### src/rtl/bus_bridge_hs_if.sv
// rtl/bus_bridge_hs_if.sv - CPU/device signal bundle for the handshake bridge
interface bus_bridge_hs_if #(
  parameter int NDEV = 3
);
  logic                 PrReq;
  logic                 PrWE;
  logic [31:0]          PrAddr;
  logic [31:0]          PrWD;
  logic [3:0]           PrByteEn;
  logic [31:0]          PrRD;
  logic                 PrReady;
  logic                 PrErr;
  logic [NDEV-1:0]      DevSel;
  logic                 DevWE;
  logic [31:0]          DevAddr;
  logic [31:0]          DevWD;
  logic [3:0]           DevByteEn;
  logic [NDEV*32-1:0]   DevRD;
  logic [NDEV-1:0]      DevAck;
  logic [NDEV-1:0]      DevIrq;
  logic [5:0]           HWInt;

  // Bridge side: takes CPU requests and device responses, drives the rest.
  modport slave (
    input  PrReq, PrWE, PrAddr, PrWD, PrByteEn, DevRD, DevAck, DevIrq,
    output PrRD, PrReady, PrErr, DevSel, DevWE, DevAddr, DevWD, DevByteEn, HWInt
  );

  // Environment side: the CPU and the devices together.
  modport master (
    output PrReq, PrWE, PrAddr, PrWD, PrByteEn, DevRD, DevAck, DevIrq,
    input  PrRD, PrReady, PrErr, DevSel, DevWE, DevAddr, DevWD, DevByteEn, HWInt
  );
endinterface

### src/rtl/bus_bridge_hs.sv
// rtl/bus_bridge_hs.sv - base/mask decoding CPU-to-peripheral bridge with req/ack, timeout and irq collection
module bus_bridge_hs #(
  parameter int                 NDEV     = 3,
  parameter logic [NDEV*32-1:0] BASE     = {NDEV{32'h0}},
  parameter logic [NDEV*32-1:0] MASK     = {NDEV{32'hFFFF0000}},
  parameter int                 TIMEOUT  = 15,
  parameter logic [NDEV-1:0]    IRQ_EDGE = {NDEV{1'b0}}
) (
  input  logic           clk,
  input  logic           reset,
  bus_bridge_hs_if.slave bus
);

  typedef enum logic [1:0] {ST_IDLE, ST_BUSY, ST_RESP} state_t;

  state_t          state_q, state_d;
  logic [7:0]      cnt_q, cnt_d;
  logic [NDEV-1:0] sel_q, sel_d;
  logic            we_q, we_d;
  logic [31:0]     addr_q, addr_d;
  logic [31:0]     wd_q, wd_d;
  logic [3:0]      be_q, be_d;
  logic [31:0]     rd_q, rd_d;
  logic            ready_q, ready_d;
  logic            err_q, err_d;
  logic            berr_q, berr_d;
  logic [NDEV-1:0] irq_q;
  logic [NDEV-1:0] pend_q, pend_d;
  logic [NDEV-1:0] pend_clr;

  logic            hit_found;
  logic [NDEV-1:0] hit_onehot;
  logic [31:0]     hit_offset;
  logic            sel_ack;
  logic [31:0]     sel_rd;
  logic [NDEV-1:0] dev_int;

  // Address decode: the lowest-indexed matching window wins.
  always_comb begin
    hit_found  = 1'b0;
    hit_onehot = '0;
    hit_offset = '0;
    for (int i = 0; i < NDEV; i++) begin
      if (!hit_found && ((bus.PrAddr & MASK[32*i +: 32]) == BASE[32*i +: 32])) begin
        hit_found     = 1'b1;
        hit_onehot[i] = 1'b1;
        hit_offset    = bus.PrAddr & ~MASK[32*i +: 32];
      end
    end
  end

  // Pick ack and read data of the selected target only; others are ignored.
  always_comb begin
    sel_ack = 1'b0;
    sel_rd  = '0;
    for (int i = 0; i < NDEV; i++) begin
      if (sel_q[i]) begin
        sel_ack = bus.DevAck[i];
        sel_rd  = bus.DevRD[32*i +: 32];
      end
    end
  end

  // Transaction FSM: next state and every registered output.
  always_comb begin
    state_d  = state_q;
    cnt_d    = cnt_q;
    sel_d    = sel_q;
    we_d     = we_q;
    addr_d   = addr_q;
    wd_d     = wd_q;
    be_d     = be_q;
    rd_d     = rd_q;
    ready_d  = 1'b0;
    err_d    = err_q;
    berr_d   = berr_q;
    pend_clr = '0;
    unique case (state_q)
      ST_IDLE: begin
        err_d = 1'b0;
        rd_d  = '0;
        if (bus.PrReq) begin
          if (hit_found) begin
            sel_d   = hit_onehot;
            we_d    = bus.PrWE;
            addr_d  = hit_offset;
            wd_d    = bus.PrWD;
            be_d    = bus.PrByteEn;
            cnt_d   = '0;
            state_d = ST_BUSY;
          end else begin
            // A miss never reaches any device: straight to an error completion.
            err_d   = 1'b1;
            ready_d = 1'b1;
            berr_d  = 1'b1;
            state_d = ST_RESP;
          end
        end
      end
      ST_BUSY: begin
        if (sel_ack) begin
          rd_d     = we_q ? 32'h0 : sel_rd;
          err_d    = 1'b0;
          ready_d  = 1'b1;
          berr_d   = 1'b0;
          sel_d    = '0;
          we_d     = 1'b0;
          pend_clr = sel_q;
          state_d  = ST_RESP;
        end else if (cnt_q == 8'(TIMEOUT - 1)) begin
          rd_d     = '0;
          err_d    = 1'b1;
          ready_d  = 1'b1;
          berr_d   = 1'b1;
          sel_d    = '0;
          we_d     = 1'b0;
          state_d  = ST_RESP;
        end else begin
          cnt_d = cnt_q + 8'd1;
        end
      end
      ST_RESP: begin
        err_d   = 1'b0;
        rd_d    = '0;
        state_d = ST_IDLE;
      end
      default: begin
        state_d = ST_IDLE;
      end
    endcase
  end

  // Edge-mode pending bits: a fresh rising edge beats a same-cycle clear.
  always_comb begin
    pend_d = (pend_q & ~pend_clr) | (bus.DevIrq & ~irq_q & IRQ_EDGE);
  end

  // State and output registers.
  always_ff @(posedge clk or negedge reset) begin
    if (!reset) begin
      state_q <= ST_IDLE;
      cnt_q   <= '0;
      sel_q   <= '0;
      we_q    <= 1'b0;
      addr_q  <= '0;
      wd_q    <= '0;
      be_q    <= '0;
      rd_q    <= '0;
      ready_q <= 1'b0;
      err_q   <= 1'b0;
      berr_q  <= 1'b0;
      irq_q   <= '0;
      pend_q  <= '0;
    end else begin
      state_q <= state_d;
      cnt_q   <= cnt_d;
      sel_q   <= sel_d;
      we_q    <= we_d;
      addr_q  <= addr_d;
      wd_q    <= wd_d;
      be_q    <= be_d;
      rd_q    <= rd_d;
      ready_q <= ready_d;
      err_q   <= err_d;
      berr_q  <= berr_d;
      irq_q   <= bus.DevIrq;
      pend_q  <= pend_d;
    end
  end

  // Interrupt vector: level targets use the registered input, edge targets the pending bit.
  always_comb begin
    dev_int            = (IRQ_EDGE & pend_q) | (~IRQ_EDGE & irq_q);
    bus.HWInt          = '0;
    bus.HWInt[NDEV-1:0] = dev_int;
    bus.HWInt[5]       = berr_q;
  end

  assign bus.PrRD      = rd_q;
  assign bus.PrReady   = ready_q;
  assign bus.PrErr     = err_q;
  assign bus.DevSel    = sel_q;
  assign bus.DevWE     = we_q;
  assign bus.DevAddr   = addr_q;
  assign bus.DevWD     = wd_q;
  assign bus.DevByteEn = be_q;

endmodule

### src/flat_wrapper.sv
// flat-port wrapper written by rule: the top's interface ports become plain ports
module bus_bridge_hs_flat 
#(
  parameter int                 NDEV     = 3,
  parameter logic [NDEV*32-1:0] BASE     = {NDEV{32'h0}},
  parameter logic [NDEV*32-1:0] MASK     = {NDEV{32'hFFFF0000}},
  parameter int                 TIMEOUT  = 15,
  parameter logic [NDEV-1:0]    IRQ_EDGE = {NDEV{1'b0}}
)
  (clk, reset, bus_PrReq, bus_PrWE, bus_PrAddr, bus_PrWD, bus_PrByteEn, bus_DevRD, bus_DevAck, bus_DevIrq, bus_PrRD, bus_PrReady, bus_PrErr, bus_DevSel, bus_DevWE, bus_DevAddr, bus_DevWD, bus_DevByteEn, bus_HWInt);
  bus_bridge_hs_if #(.NDEV(NDEV)) bus_i ();
  input  logic clk;
  input  logic reset;
  input wire logic [$bits(bus_i.PrReq)-1:0] bus_PrReq;
  input wire logic [$bits(bus_i.PrWE)-1:0] bus_PrWE;
  input wire logic [$bits(bus_i.PrAddr)-1:0] bus_PrAddr;
  input wire logic [$bits(bus_i.PrWD)-1:0] bus_PrWD;
  input wire logic [$bits(bus_i.PrByteEn)-1:0] bus_PrByteEn;
  input wire logic [$bits(bus_i.DevRD)-1:0] bus_DevRD;
  input wire logic [$bits(bus_i.DevAck)-1:0] bus_DevAck;
  input wire logic [$bits(bus_i.DevIrq)-1:0] bus_DevIrq;
  output wire logic [$bits(bus_i.PrRD)-1:0] bus_PrRD;
  output wire logic [$bits(bus_i.PrReady)-1:0] bus_PrReady;
  output wire logic [$bits(bus_i.PrErr)-1:0] bus_PrErr;
  output wire logic [$bits(bus_i.DevSel)-1:0] bus_DevSel;
  output wire logic [$bits(bus_i.DevWE)-1:0] bus_DevWE;
  output wire logic [$bits(bus_i.DevAddr)-1:0] bus_DevAddr;
  output wire logic [$bits(bus_i.DevWD)-1:0] bus_DevWD;
  output wire logic [$bits(bus_i.DevByteEn)-1:0] bus_DevByteEn;
  output wire logic [$bits(bus_i.HWInt)-1:0] bus_HWInt;
  assign bus_i.PrReq = bus_PrReq;
  assign bus_i.PrWE = bus_PrWE;
  assign bus_i.PrAddr = bus_PrAddr;
  assign bus_i.PrWD = bus_PrWD;
  assign bus_i.PrByteEn = bus_PrByteEn;
  assign bus_i.DevRD = bus_DevRD;
  assign bus_i.DevAck = bus_DevAck;
  assign bus_i.DevIrq = bus_DevIrq;
  assign bus_PrRD = bus_i.PrRD;
  assign bus_PrReady = bus_i.PrReady;
  assign bus_PrErr = bus_i.PrErr;
  assign bus_DevSel = bus_i.DevSel;
  assign bus_DevWE = bus_i.DevWE;
  assign bus_DevAddr = bus_i.DevAddr;
  assign bus_DevWD = bus_i.DevWD;
  assign bus_DevByteEn = bus_i.DevByteEn;
  assign bus_HWInt = bus_i.HWInt;
  bus_bridge_hs #(.NDEV(NDEV), .BASE(BASE), .MASK(MASK), .TIMEOUT(TIMEOUT), .IRQ_EDGE(IRQ_EDGE)) u_core (.clk(clk), .reset(reset), .bus(bus_i));
endmodule
### config.mk
export PLATFORM = sky130hd
export DESIGN_NAME = bus_bridge_hs_flat
export DESIGN_NICKNAME = d
export VERILOG_FILES = /design/src/rtl/bus_bridge_hs_if.sv /design/src/rtl/bus_bridge_hs.sv /design/src/flat_wrapper.sv
export SDC_FILE = /design/constraint.sdc
export NUM_CORES = 1
export LEC_CHECK = 0
export CORE_MARGIN = 2
export CORE_UTILIZATION = 33
export CTS_BUF_LIST = sky130_fd_sc_hd__clkbuf_16
export DETAILED_ROUTE_END_ITERATION = 7
export GPL_TIMING_DRIVEN = 1
export PLACE_DENSITY_LB_ADDON = 0.12
export SLEW_MARGIN = 10
export SYNTH_ARGS = -nofsm -noshare
export SYNTH_HDL_FRONTEND = slang
export SYNTH_SLANG_ARGS = --single-unit
### constraint.sdc
create_clock -name clk -period 2.3 [get_ports clk]
set_input_delay 0.345 -clock clk [delete_from_list [all_inputs] [get_ports clk]]
set_output_delay 0.345 -clock clk [all_outputs]
set_load 0.005 [all_outputs]
==> flow_results.xml <==
<?xml version="1.0" encoding="UTF-8"?>
<metrics>
  <group name="setup_path">
    <metric name="critical_path_class" unit="">reg -&gt; reg</metric>
    <metric name="worst-endpoint-arrival" unit="ns">2.44</metric>
    <metric name="worstSetupEndpointType" unit="">register</metric>
    <metric name="rr_startpoint" unit="">u_core.cnt_q[0]$_DFFE_PN0P_</metric>
    <metric name="crit_path_max_fanout" unit="">6</metric>
    <metric name="crit_path_start" unit="">u_core.cnt_q[0]$_DFFE_PN0P_</metric>
    <metric name="worst_setup_path_start_kind" unit="">register</metric>
    <metric name="required" unit="ns">2.53</metric>
  </group>
  <group name="route">
    <metric name="viasPerCell" unit="">4.683</metric>
    <metric name="drt-wirelength-per-cell" unit="µm">15.73</metric>
    <metric name="detail_route.first_pass.iterations" unit="">4</metric>
    <metric name="postRouteAntennaNets" unit="">0</metric>
    <metric name="drc" unit="">0</metric>
    <metric name="finalWirelength" unit="µm">12050</metric>
    <metric name="vias" unit="">3587</metric>
    <metric name="dr.first_iter.drc_count" unit="">102</metric>
  </group>
  <group name="placement">
    <metric name="dpl_wire_length" unit="µm">8760</metric>
    <metric name="port_buffers" unit="">199</metric>
    <metric name="place_congestion" unit="">0.7816</metric>
    <metric name="detailed_place.area" unit="µm²">6704</metric>
  </group>
  <group name="timing">
    <metric name="fmaxAchievable" unit="MHz">451.4</metric>
    <metric name="fin_tns_setup" unit="ns">0</metric>
    <metric name="final_critical_delay_including_setup_and_external_delays" unit="ns">2.216</metric>
    <metric name="skew" unit="ns">0.003238</metric>
    <metric name="grt_setup_unrepaired" unit="">yes</metric>
    <metric name="final_min_period_over_clock_period" unit="">0.9633</metric>
    <metric name="finalMaxSlewViolations" unit="">0</metric>
    <metric name="finalSetupViolations" unit="">0</metric>
    <metric name="maxSlewHeadroom" unit="">0.6630</metric>
    <metric name="worstMarginPinSlew" unit="ns">0.5055</metric>
    <metric name="hold_viol" unit="">0</metric>
  </group>
  <group name="layout">
    <metric name="fillerInstances" unit="">1183</metric>
    <metric name="fin_area" unit="µm²">6998</metric>
    <metric name="design.final.nets" unit="">769</metric>
    <metric name="layout-drive-gt1-share" unit="">0.1492</metric>
    <metric name="num_antenna_cells" unit="">0</metric>
    <metric name="syn_to_final_growth" unit="%">55.62</metric>
  </group>
  <group name="floorplanning">
    <metric name="floorplan.die.height" unit="µm">120.7</metric>
    <metric name="total_number_of_placement_rows" unit="">42</metric>
    <metric name="num_io_pins" unit="">286</metric>
    <metric name="floorplan.die.width" unit="µm">120.7</metric>
    <metric name="start_util" unit="">0.3382</metric>
    <metric name="dieArea" unit="µm²">14580</metric>
    <metric name="fp.coreArea" unit="µm²">13300</metric>
  </group>
  <group name="job">
    <metric name="drv.max_cap_violation_count" unit="">0</metric>
  </group>
  <group name="logic_synthesis">
    <metric name="postSynthCellCount" unit="">381</metric>
    <metric name="synth_edf_count" unit="">0</metric>
    <metric name="synth_warnings" unit="">0</metric>
    <metric name="synth_sequential_area_ratio" unit="">0.5676</metric>
    <metric name="ys_async_sr_fraction" unit="">1.000</metric>
    <metric name="ys_types" unit="">44</metric>
    <metric name="syn-cell-area" unit="µm²">4497</metric>
    <metric name="yosys_register_bits" unit="">102</metric>
    <metric name="synth_ff_type" unit="">dfrtp_1</metric>
    <metric name="avgSynthCellArea" unit="µm²">11.80</metric>
  </group>
  <group name="clock_tree">
    <metric name="cts.path.max_buffers" unit="">2</metric>
    <metric name="tritoncts.num_buffers" unit="">9</metric>
    <metric name="post_cts_buffers" unit="">0</metric>
    <metric name="tritoncts" unit="">yes</metric>
    <metric name="cts.root.buffer_cell" unit="">clkbuf_16</metric>
    <metric name="clock_latency" unit="ns">0.35</metric>
    <metric name="post_cts_clock_slew_at_the_launch_and_capture_registers_of_the_worst_setup_and_hold_paths" unit="ns">0.06</metric>
    <metric name="clock_sinks" unit="">102</metric>
    <metric name="cts-htree-levels" unit="">3</metric>
  </group>
  <group name="global_routing">
    <metric name="grt_util_all_layers" unit="">0.1691</metric>
    <metric name="globalRouteOverflowTotal" unit="">0</metric>
    <metric name="grt_start_max_net_pins" unit="">42</metric>
    <metric name="grt_first_pass_wirelength" unit="µm">19180</metric>
    <metric name="antenna_found_initial" unit="">0</metric>
    <metric name="first_global_vias" unit="">3625</metric>
  </group>
  <group name="power_and_ir_drop">
    <metric name="power_density" unit="nW/µm²">550.4</metric>
    <metric name="total_leakage_power" unit="nW">3.099</metric>
    <metric name="total_power_consumption_of_the_routed_design" unit="mW">3.852</metric>
    <metric name="ir_drop" unit="mV">0.2999</metric>
  </group>
  <group name="worst_hold_path">
    <metric name="min_path_type" unit="">in -&gt; reg</metric>
    <metric name="timing.hold.worst.start" unit="">bus_DevIrq[2]</metric>
  </group>
  <group name="status">
    <metric name="outcome" unit="">complete, no violations</metric>
  </group>
</metrics>
-- registers in the layout, indices dropped and copies added (netlist names) --
name	count
u_core.bus.PrReady	1
u_core.bus.DevAddr	16
u_core.bus.DevSel	1
u_core.dev_int	3
u_core.state_q	2
u_core.cnt_q	8
u_core.bus.DevWD	32
u_core.bus.DevWE	1
u_core.bus.DevByteEn	4
u_core.bus.PrRD	32
u_core.berr_q	1
u_core.bus.PrErr	1
-- metrics by stage --
| step | hold WS (ns) | cells | utilization | setup slack [ns] |
|---|---|---|---|---|
| after floorplan | 0.04941 | 400 | - | 0.1566 |
| after global placement | 0.3526 | 752 | 0.5042 | -0.1314 |
| after detailed placement | 0.3605 | 752 | 0.5042 | -0.2041 |
| after CTS | 0.4263 | 766 | 0.5257 | 0.05477 |
| after global routing | 0.4383 | 766 | 0.5264 | -0.03413 |
| final | 0.4449 | 766 | 0.5264 | 0.08443 |
-- area by class of cell --
cell class                      instances  area, µm²  share of cell area
Sequential cell                       102       2552              0.3647
Timing Repair Buffer                  221       2211              0.3159
Multi-Input combinational cell        246       1709              0.2442
Clock buffer                            9      225.2             0.03218
Tap cell                              176      220.2             0.03147
Clock inverter                          4      50.05            0.007152
Inverter                                8      30.03            0.004291
-- cells in the final DEF (no fill, tap or decap), drive strengths merged, types with 2 or more instances in the layout --
| master | count |
|---|---|
| a21o | 2 |
| and3 | 2 |
| buf | 22 |
| clkbuf | 9 |
| clkdlybuf4s50 | 198 |
| conb | 20 |
| dfrtp | 102 |
| ha | 7 |
| inv | 9 |
| mux2 | 55 |
| mux2i | 3 |
| nand2 | 41 |
| nand2b | 4 |
| nand3 | 4 |
| nor2 | 4 |
| nor4 | 6 |
| o21ai | 71 |
| o31ai | 5 |
| o32ai | 2 |
| o41ai | 3 |
-- what timing repair did --
| item | CTS | global route |
|---|---|---|
| resized for setup | 0 | 4 |
| setup endpoints to repair | 0 | 24 |
| endpoints found under the hold margin | 32 | 0 |
| hold buffers | 1 | 0 |
-- final timing paths --
check | endpoint | slack [ns] | cells after the start
worst min register to register | u_core.bus.DevByteEn[0]$_DFFE_PN0P_ | 0.48 | 1
worst max-delay path | u_core.berr_q$_DFFE_PN0P_ | 0.08 | 6
min in group asynchronous | u_core.bus.DevWD[24]$_DFFE_PN0P_ | 0.52 | 2
worst max register to register | u_core.berr_q$_DFFE_PN0P_ | 0.08 | 6
worst min-delay path | u_core.dev_int[2]$_DFF_PN0_ | 0.44 | 1
max in group asynchronous | u_core.bus.PrRD[7]$_DFFE_PN0P_ | 1.17 | 3
-- Yosys cell counts, types with 2 or more instances --
cell type / count / area share
o32ai_1: 2 / 0.0039
buf_6: 3 / 0.0075
ha_1: 7 / 0.019
inv_1: 8 / 0.0067
dfrtp_1: 102 / 0.57
mux2i_1: 3 / 0.0067
mux2_1: 10 / 0.025
nand2b_1: 4 / 0.0056
clkbuf_1: 10 / 0.0083
nor4_1: 6 / 0.0083
mux2_2: 45 / 0.11
a21o_1: 2 / 0.0033
and3_1: 2 / 0.0028
nand3_1: 3 / 0.0033
o31ai_1: 4 / 0.0067
buf_2: 5 / 0.0056
o41ai_1: 2 / 0.0039
nand2_1: 41 / 0.034
o21ai_1: 53 / 0.059
o21ai_0: 18 / 0.020
nor2_1: 4 / 0.0033
buf_4: 25 / 0.042
-- cells by family after synthesis --
family                   after synthesis  share of synthesized area
AO/OA/AOI/OAI                         92                     0.1227
adder cells (fa/ha/maj)                7                    0.01948
buffers and inverters                 52                    0.07067
flip-flops                           102                     0.5676
multiplexers                          58                     0.1444
other                                  1                  0.0008339
AND/OR/NAND/NOR                       69                    0.07429
-- critical path, cell delays in order (launching register included) --
cell      delay (ns)
dfrtp_1         0.38
inv_1           0.09
ha_1            0.15
or4b_4          0.49
o311a_4         0.41
a211oi_1        0.22
mux2_2          0.37
-- report_power, final --
group | switching, mW | internal [mW]
Clock | 0.651 | 0.826
Sequential | 0.0274 | 1.82
Combinational | 0.215 | 0.309
-- metal layers --
| metal | GRT usage | up-vias | share of wire |
|---|---|---|---|
| met5 | 0 | - | 0 |
| met4 | 0.06250 | 0 | 0.020 |
| met3 | 0.05896 | 19 | 0.094 |
| met2 | 0.2655 | 151 | 0.47 |
| met1 | 0.2155 | 1708 | 0.42 |
| li1 | - | 1709 | - |
(Power assumes the default switching activity.)
